==> src/rtl/pipeline_hazard_ctrl.sv <==
// Stall/flush sequencer: load-use bubble insertion and data-memory handshake.
// Optional build macro PIPE_STALL_CNT_EN adds stall_cycles and bubble_count.
//
// Ports:
//   clock, reset_n        clock and synchronous active-low reset
//   rs_valid_d0           decode stage holds a valid instruction
//   rs1_d0, rs2_d0        decode-stage source registers
//   opcode_d1, rd_d1      execute-stage opcode and destination
//   register_we_d1        execute-stage register write enable
//   opcode_d2             memory-stage opcode
//   mem_ready             data memory completes its access this cycle
//   fetch_en              PC/fetch register advance enable
//   decode_en             d0->d1 register load enable
//   bubble_d1             load a NOP into d1
//   stage2_en             d1->d2 register load enable
//   mem_req               data memory request for the d2 instruction
//   mem_timeout_err       sticky memory timeout flag
//   ctrl_state            current FSM state (debug)
//   stall_cycles          cycles with stage2_en low (PIPE_STALL_CNT_EN only)
//   bubble_count          bubbles inserted (PIPE_STALL_CNT_EN only)
module pipeline_hazard_ctrl #(
  parameter logic [5:0] LOAD_OPCODE  = 6'b100011,
  parameter logic [5:0] STORE_OPCODE = 6'b101011,
  parameter int         MEM_TIMEOUT  = 16,
  parameter int         CNT_W        = 5
) (
  input  logic        clock,
  input  logic        reset_n,
  input  logic        rs_valid_d0,
  input  logic [4:0]  rs1_d0,
  input  logic [4:0]  rs2_d0,
  input  logic [5:0]  opcode_d1,
  input  logic [4:0]  rd_d1,
  input  logic        register_we_d1,
  input  logic [5:0]  opcode_d2,
  input  logic        mem_ready,
  output logic        fetch_en,
  output logic        decode_en,
  output logic        bubble_d1,
  output logic        stage2_en,
  output logic        mem_req,
  output logic        mem_timeout_err,
`ifdef PIPE_STALL_CNT_EN
  output logic [31:0] stall_cycles,
  output logic [15:0] bubble_count,
`endif
  output logic [1:0]  ctrl_state
);

  typedef enum logic [1:0] {
    IDLE     = 2'd0,
    MEM_WAIT = 2'd1,
    ERROR    = 2'd2
  } state_t;

  localparam logic [CNT_W-1:0] CNT_LAST =
    CNT_W'(MEM_TIMEOUT - 1);
  localparam logic [CNT_W-1:0] CNT_ONE = CNT_W'(1);

  state_t           state_q, state_d;
  logic [CNT_W-1:0] cnt_q, cnt_d;
  logic             err_q, err_d;
  logic             mem_op_d2;
  logic             load_use;
  logic             run;

  assign mem_op_d2 = (opcode_d2 == LOAD_OPCODE) |
                     (opcode_d2 == STORE_OPCODE);

  assign load_use = (opcode_d1 == LOAD_OPCODE) &
                    register_we_d1 &
                    (rd_d1 != 5'd0) &
                    rs_valid_d0 &
                    ((rs1_d0 == rd_d1) | (rs2_d0 == rd_d1));

  always_comb begin
    state_d   = state_q;
    cnt_d     = cnt_q;
    err_d     = err_q;
    run       = 1'b0;
    mem_req   = 1'b0;
    fetch_en  = 1'b0;
    decode_en = 1'b0;
    bubble_d1 = 1'b0;
    stage2_en = 1'b0;
    case (state_q)
      IDLE: begin
        mem_req = mem_op_d2;
        if (mem_op_d2 && !mem_ready) begin
          state_d = MEM_WAIT;
          cnt_d   = CNT_ONE;
        end else begin
          run = 1'b1;
        end
      end
      MEM_WAIT: begin
        mem_req = 1'b1;
        if (mem_ready) begin
          run     = 1'b1;
          state_d = IDLE;
          cnt_d   = '0;
        end else if (cnt_q == CNT_LAST) begin
          state_d = ERROR;
          err_d   = 1'b1;
        end else if (cnt_q != '1) begin
          cnt_d = cnt_q + CNT_ONE;
        end
      end
      ERROR: begin
        err_d = 1'b1;
      end
      default: begin
        state_d = IDLE;
        cnt_d   = '0;
      end
    endcase
    // The bubble only ever accompanies an advancing d1->d2 register.
    if (run) begin
      unique case (1'b1)
        load_use: begin
          bubble_d1 = 1'b1;
          stage2_en = 1'b1;
        end
        default: begin
          fetch_en  = 1'b1;
          decode_en = 1'b1;
          stage2_en = 1'b1;
        end
      endcase
    end
    // Reset forces every output low in the same cycle.
    if (!reset_n) begin
      mem_req   = 1'b0;
      fetch_en  = 1'b0;
      decode_en = 1'b0;
      bubble_d1 = 1'b0;
      stage2_en = 1'b0;
    end
  end

  always_ff @(posedge clock) begin
    if (!reset_n) begin
      state_q <= IDLE;
      cnt_q   <= '0;
      err_q   <= 1'b0;
    end else begin
      state_q <= state_d;
      cnt_q   <= cnt_d;
      err_q   <= err_d;
    end
  end

  assign mem_timeout_err = reset_n & err_q;
  assign ctrl_state      = reset_n ? state_q : IDLE;

`ifdef PIPE_STALL_CNT_EN
  logic [31:0] stall_q;
  logic [15:0] bub_q;

  always_ff @(posedge clock) begin
    if (!reset_n) begin
      stall_q <= '0;
      bub_q   <= '0;
    end else begin
      if (!stage2_en && stall_q != '1)
        stall_q <= stall_q + 32'd1;
      if (bubble_d1 && bub_q != '1)
        bub_q <= bub_q + 16'd1;
    end
  end

  assign stall_cycles = stall_q;
  assign bubble_count = bub_q;
`endif

endmodule

==> config.mk <==
export PLATFORM = sky130hd
export DESIGN_NAME = pipeline_hazard_ctrl
export DESIGN_NICKNAME = d
export VERILOG_FILES = /design/src/rtl/pipeline_hazard_ctrl.sv
export SDC_FILE = /design/constraint.sdc
export NUM_CORES = 1
export LEC_CHECK = 0
export CORE_ASPECT_RATIO = 0.9
export CORE_MARGIN = 2
export CORE_UTILIZATION = 36
export DETAILED_ROUTE_END_ITERATION = 8
export GPL_ROUTABILITY_DRIVEN = 0
export PLACE_DENSITY = 0.91
export REMOVE_ABC_BUFFERS = 1
export SYNTH_ARGS = -nofsm -noshare
export SYNTH_HDL_FRONTEND = slang
export SYNTH_SLANG_ARGS = --single-unit
export TNS_END_PERCENT = 100
==> constraint.sdc <==
create_clock -name clock -period 2.2 [get_ports clock]
set_clock_uncertainty 0.05 [all_clocks]
set_input_delay 0.44 -clock clock [delete_from_list [all_inputs] [get_ports clock]]
set_output_delay 0.44 -clock clock [all_outputs]
set_load 0.05 [all_outputs]
Word level (Yosys, flattened, before mapping)
Cells that the tools add are included.
{"block": "classes", "n_addsub": 1, "eq_ne": 15, "n_mux": 26, "n_bitwise": 8, "reduce_logical": 8}
{"op": "two-way mux 5 bit", "n": 4}
{"op": "equality test 6 bit (second input constant)", "n": 3}
{"op": "one-hot mux 5 bit (3 select lines)", "n": 1}
{"op": "two-way mux 1 bit", "n": 13}
{"op": "equality test 5 bit", "n": 2}
{"op": "!= test 3 bit (second input constant)", "n": 3}
{"op": "two-way mux 2 bit", "n": 4}
{"op": "!= test 2 bit (second input constant)", "n": 3}
{"op": "one-hot mux 1 bit (2 select lines)", "n": 3}
{"op": "one-hot mux 2 bit (3 select lines)", "n": 1}
{"op": "AND reduction 3 bit", "n": 2}
{"op": "adder 5 x 1 -> 5 bit (second input constant)", "n": 1}
{"op": "AND 1 bit", "n": 5}
{"op": "equality test 5 x 4 -> 1 bit (second input constant)", "n": 1}
{"op": "!= test 5 bit (second input constant)", "n": 1}
{"op": "nonzero test 5 bit", "n": 1}
{"op": "AND reduction 4 bit", "n": 1}
{"op": "equality test 2 x 1 -> 1 bit (second input constant)", "n": 1}
{"op": "equality test 2 bit (second input constant)", "n": 1}
{"op": "zero test 2 bit", "n": 1}
{"op": "bitwise OR 1 bit", "n": 2}
{"op": "nonzero test 2 bit", "n": 1}
{"op": "logical AND 1 bit", "n": 1}
{"op": "zero test 1 bit", "n": 1}
{"op": "inverter 1 bit", "n": 1}
{"block": "word_totals", "register_bits": 8, "input_bits": 32, "word_cells": 61}

Logic depth before layout (Yosys ltp)
{"block": "depth", "word_depth": 8, "mapped_depth": 7}

Worst setup path after synthesis
No wires, ideal clock.
{"block": "synth_path", "path_type": "input to output", "startpoint": "input opcode_d2[1]", "endpoint": "output bubble_d1", "arrival_ns": 2.196, "slack_ns": -0.486, "cell_stages": 4, "cell_sequence": "and4b_1 -> a21oi_1 -> o21bai_1 -> nor3_1"}
{"block": "synth_via", "elab_chain_len": 7, "elab_cells_between_ends": 8, "cone_classes": "eq/ne: 2; mux: 4; bitwise: 1; reduce/logical: 1"}
{"element": "start: declaration", "line": "35", "source": "input logic [5:0] opcode_d2,"}
{"element": "equality test 6 bit, on equally long branches", "line": "67, 68"}
{"element": "bitwise OR 1 bit *", "line": "67", "source": "assign mem_op_d2 = (opcode_d2 == LOAD_OPCODE) |"}
{"element": "logical AND 1 bit *", "line": "89", "source": "if (mem_op_d2 && !mem_ready) begin"}
{"element": "two-way mux 1 bit *", "line": "89"}
{"element": "one-hot mux 1 bit (2 select lines) *", "line": "86", "source": "case (state_q)"}
{"element": "two-way mux 1 bit *", "line": "118", "source": "if (run) begin"}
{"element": "two-way mux 1 bit *", "line": "132", "source": "if (!reset_n) begin"}
{"element": "end: declaration", "line": "39", "source": "output logic bubble_d1,"}
Mark *: on every way between the ends. The rest lies on a longest branch, timed or not.

Worst setup path after layout
{"block": "layout_path", "startpoint": "input opcode_d2[4]", "endpoint": "output fetch_en"}
{"block": "layout_via", "elab_chain_len": 7, "elab_cells_between_ends": 8, "cone_classes": "eq/ne: 2; mux: 4; bitwise: 1; reduce/logical: 1"}
{"element": "equality test 6 bit, on equally long branches", "line": "67, 68"}
{"element": "bitwise OR 1 bit *", "line": "67"}
{"element": "logical AND 1 bit *", "line": "89"}
{"element": "two-way mux 1 bit *", "line": "89"}
{"element": "one-hot mux 1 bit (2 select lines) *", "line": "86"}
{"element": "two-way mux 1 bit *", "line": "118"}
{"element": "two-way mux 1 bit *", "line": "132"}
{"element": "end: declaration", "line": "37", "source": "output logic fetch_en,"}
Marked as above.

==> results by group <==
Layout
  – Ant. Diodes: 0
  – FILL cells: 116
  – Post-layout net count: 163
  – Area Overhead vs Synth: 101%
  – Share of layout cells above drive strength 1: 0.357
  – Fin cells: 150

Yosys
  – Commonest cells post-synth: 10 x xor2_1, 8 x dfxtp_1, 6 x a21oi_1, 6 x o21ai_0, 5 x nor2_1
  – Mux contribution to synthesized area: 0.0157
  – Top cell type's share of synthesized area: 0.251
  – Synth top area cells: dfxtp_1 25%, xor2_1 14%, ha_1 5.9%
  – Post-synthesis simple-gate area fraction: 0.303
  – Distinct cell type count after synthesis: 32
  – Prevailing post-synth register cell: dfxtp_1
  – Syn avg cell area: 8.49 um^2
  – Synth warn: 0
  – Cell with the most instances after synthesis: xor2_1
  – Sequential-to-total area share from yosys stat: 0.251
  – Adder-cell share of the synthesized area: 0.0589
  – Main combinational cell family by area after synthesis: simple AND/OR/NAND/NOR gates
  – Post-synthesis compound-gate area fraction: 0.198
  – #FFs+latches synth: 8
  – Fraction of registers with async set or reset after synthesis: 0
  – Synth area leader: dfxtp_1
  – Syn Inst Count: 75
  – Post-synth EDFFs: 0
  – Post-Synth XOR/XNOR Area: 0.138
  – Mapped cell area: 637 um^2

Floorplanning
  – IO Pins: 40
  – Die extent in y: 43.9 um
  – Initial Utilization: 0.383
  – Die X: 48.3 um
  – DIE AREA: 2120 um^2
  – FP Rows: 14
  – Core area: 1660 um^2

CTS
  – CTS tree: built
  – H-tree Lvls: 1
  – CTS clk-pin slew, worst paths: 0.05 ns
  – Clk sinks: 8
  – Clk buf depth: 2
  – Num CTS Buffers: 3
  – Clk_lat worst skew: 0.26 ns
  – CTS root buffer: clkbuf_4

Worst setup path
  – WP data arrival: 1.67 ns
  – R2R Path End: cnt_q[0]
  – Crit. Startpoint: opcode_d2[4]
  – CP required: 1.71 ns
  – Critical path class: in2out
  – CP Capture Type: output pin
  – Worst flop-to-flop path startpoint: cnt_q[0]
  – Critical Path Fanout Max: 3
  – Crit path launch type: primary input
  – Reg2Reg Depth: 7
  – R2r setup slk: 0.10 ns

Placement
  – # port buffers: 38
  – Placed Instances: 146
  – DP Worst Slack: -0.363 ns
  – HPWL Detailed: 1.92 mm

Pwr
  – Power density over the cells: 309 nW/um^2
  – Int Power: 284 uW
  – Switching share of power: 0.284
  – Total Power: 396 uW
  – Combinational power share: 0.352
  – Lkg Pwr: 0.580 nW
  – NetSw: 113 uW
  – Clk pwr share: 0.278
  – Worst vdd ir: 373 uV
  – Sequential power share: 0.370

Drt
  – Drt via density: 5.23
  – Antenna-violating nets left: 0
  – DR vias: 784
  – DRC viols: 0
  – Pre-antenna DRT Iters: 4
  – Drt wl/cell: 16.8 um
  – Initial DRC Count: 12
  – Post-Route WL: 2.52 mm

Hold path
  – Hold path depth: 2
  – WHS Endpoint: cnt_q[4]
  – Type of the worst min-delay path: reg2reg
  – Worst Hold Launch: cnt_q[4]

Flow run
  – Max-Cap Viols: 0

STA
  – Slew Limit Fails: 0
  – Fmax: 0.464 GHz
  – Rel. slew slack: 0.714
  – RSZ-0062 raised after global routing: false
  – Setup violators final: 0
  – Min cycle time layout: 2.16 ns
  – Slew @ Worst Pin: 0.418 ns
  – Final period util: 0.980
  – Count of final hold-check violations: 0
  – WHS: 0.457 ns
  – Final WS setup: 0.0449 ns

Global route
  – Pin count of the biggest net entering global routing: 10
  – Number of global-route vias before repair: 820
  – Grt ovf: 0
  – Tot GR Track Use: 0.256
  – Initial antenna violation count: 0
  – First-pass GRT wire length: 3.97 mm

Status
  – Status: finished, final reports clean
## final cells by class
type / count / area (um^2) / share of cell area
repair buffers: 49 / 509 / 0.397
inverters: 4 / 15.0 / 0.0117
multi-input cells: 62 / 546 / 0.425
flip-flops and latches: 8 / 160 / 0.125
clock buffers: 3 / 22.5 / 0.0176
well taps: 24 / 30.0 / 0.0234
## worst max-delay path by stage
stage                      endpoint  depth (start not counted)  slack [ns]
after floorplan           bubble_d1                          4       -0.49
after global placement     fetch_en                          5       -0.29
after detailed placement   fetch_en                          5       -0.36
after CTS                 bubble_d1                          8       0.003
after global routing      bubble_d1                          7       0.005
final                      fetch_en                          6        0.04
## flip-flops by register name, indices dropped and copies added (netlist names)
signal	cells
err_q	1
cnt_q	5
state_q	2
## repair_timing
action                     in CTS  in global routing
setup endpoints to repair       4                  4
resized for setup              47                 15
pin swaps                      14                  8
setup buffers                   1                  0
hold buffers                    0                  0
## layout by cell type (no fill, tap or decap), types with 2 or more instances in the layout
cell | synthesis | final
dlygate4sd2_1 | 0 | 17
xor2_1 | 10 | 9
dfxtp_1 | 8 | 8
buf_4 | 1 | 8
buf_12 | 0 | 7
a21oi_1 | 6 | 5
inv_1 | 4 | 4
nor2_1 | 5 | 4
o21ai_0 | 6 | 4
clkbuf_2 | 0 | 4
dlymetal6s2s_1 | 0 | 4
buf_6 | 0 | 4
and2_1 | 3 | 3
nand2b_1 | 4 | 3
ha_1 | 3 | 3
clkbuf_4 | 0 | 3
clkdlybuf4s50_1 | 0 | 3
nor3_2 | 0 | 2
nand2_1 | 2 | 2
## per-layer routing
metal	track usage	routed length (um)	vias up
met2	0.503	1430	26
met3	0.0655	113	9
met5	0	0	-
met4	0.120	82	0
met1	0.257	887	374
li1	-	-	375
## logic make-up after synthesis
kind of cell    after synthesis
xor+xnor                     10
compound gates               19
fa+ha+maj                     3
simple gates                 29
buf+inv                       5
flops                         8
mux                           1
## through the flow
| stage | instance area, um^2 | util | TNS, ns |
|---|---|---|---|
| CTS | 1280 | 0.768 | 0 |
| floorplan | 629 | - | -0.486 |
| global placement | 1180 | 0.711 | -0.875 |
| finish | 1280 | 0.771 | 0 |
| global route | 1280 | 0.771 | 0 |
| detailed placement | 1180 | 0.711 | -1.10 |
## power by group through the flow
stage	logic (mW)	registers, mW	clock network (mW)
final	0.140	0.146	0.110
after CTS	0.137	0.146	0.116
after global placement	0.129	0.149	0
after floorplan	0.0407	0.149	0
after global routing	0.149	0.146	0.116
after detailed placement	0.134	0.149	0
## critical path, stage by stage
cell and delay (ns):
clkdlybuf4s50_1 0.45, inv_1 0.05, a21oi_2 0.17, o21bai_2 0.13, o21ba_4 0.28, buf_12 0.14
(Power assumes the default switching activity.)
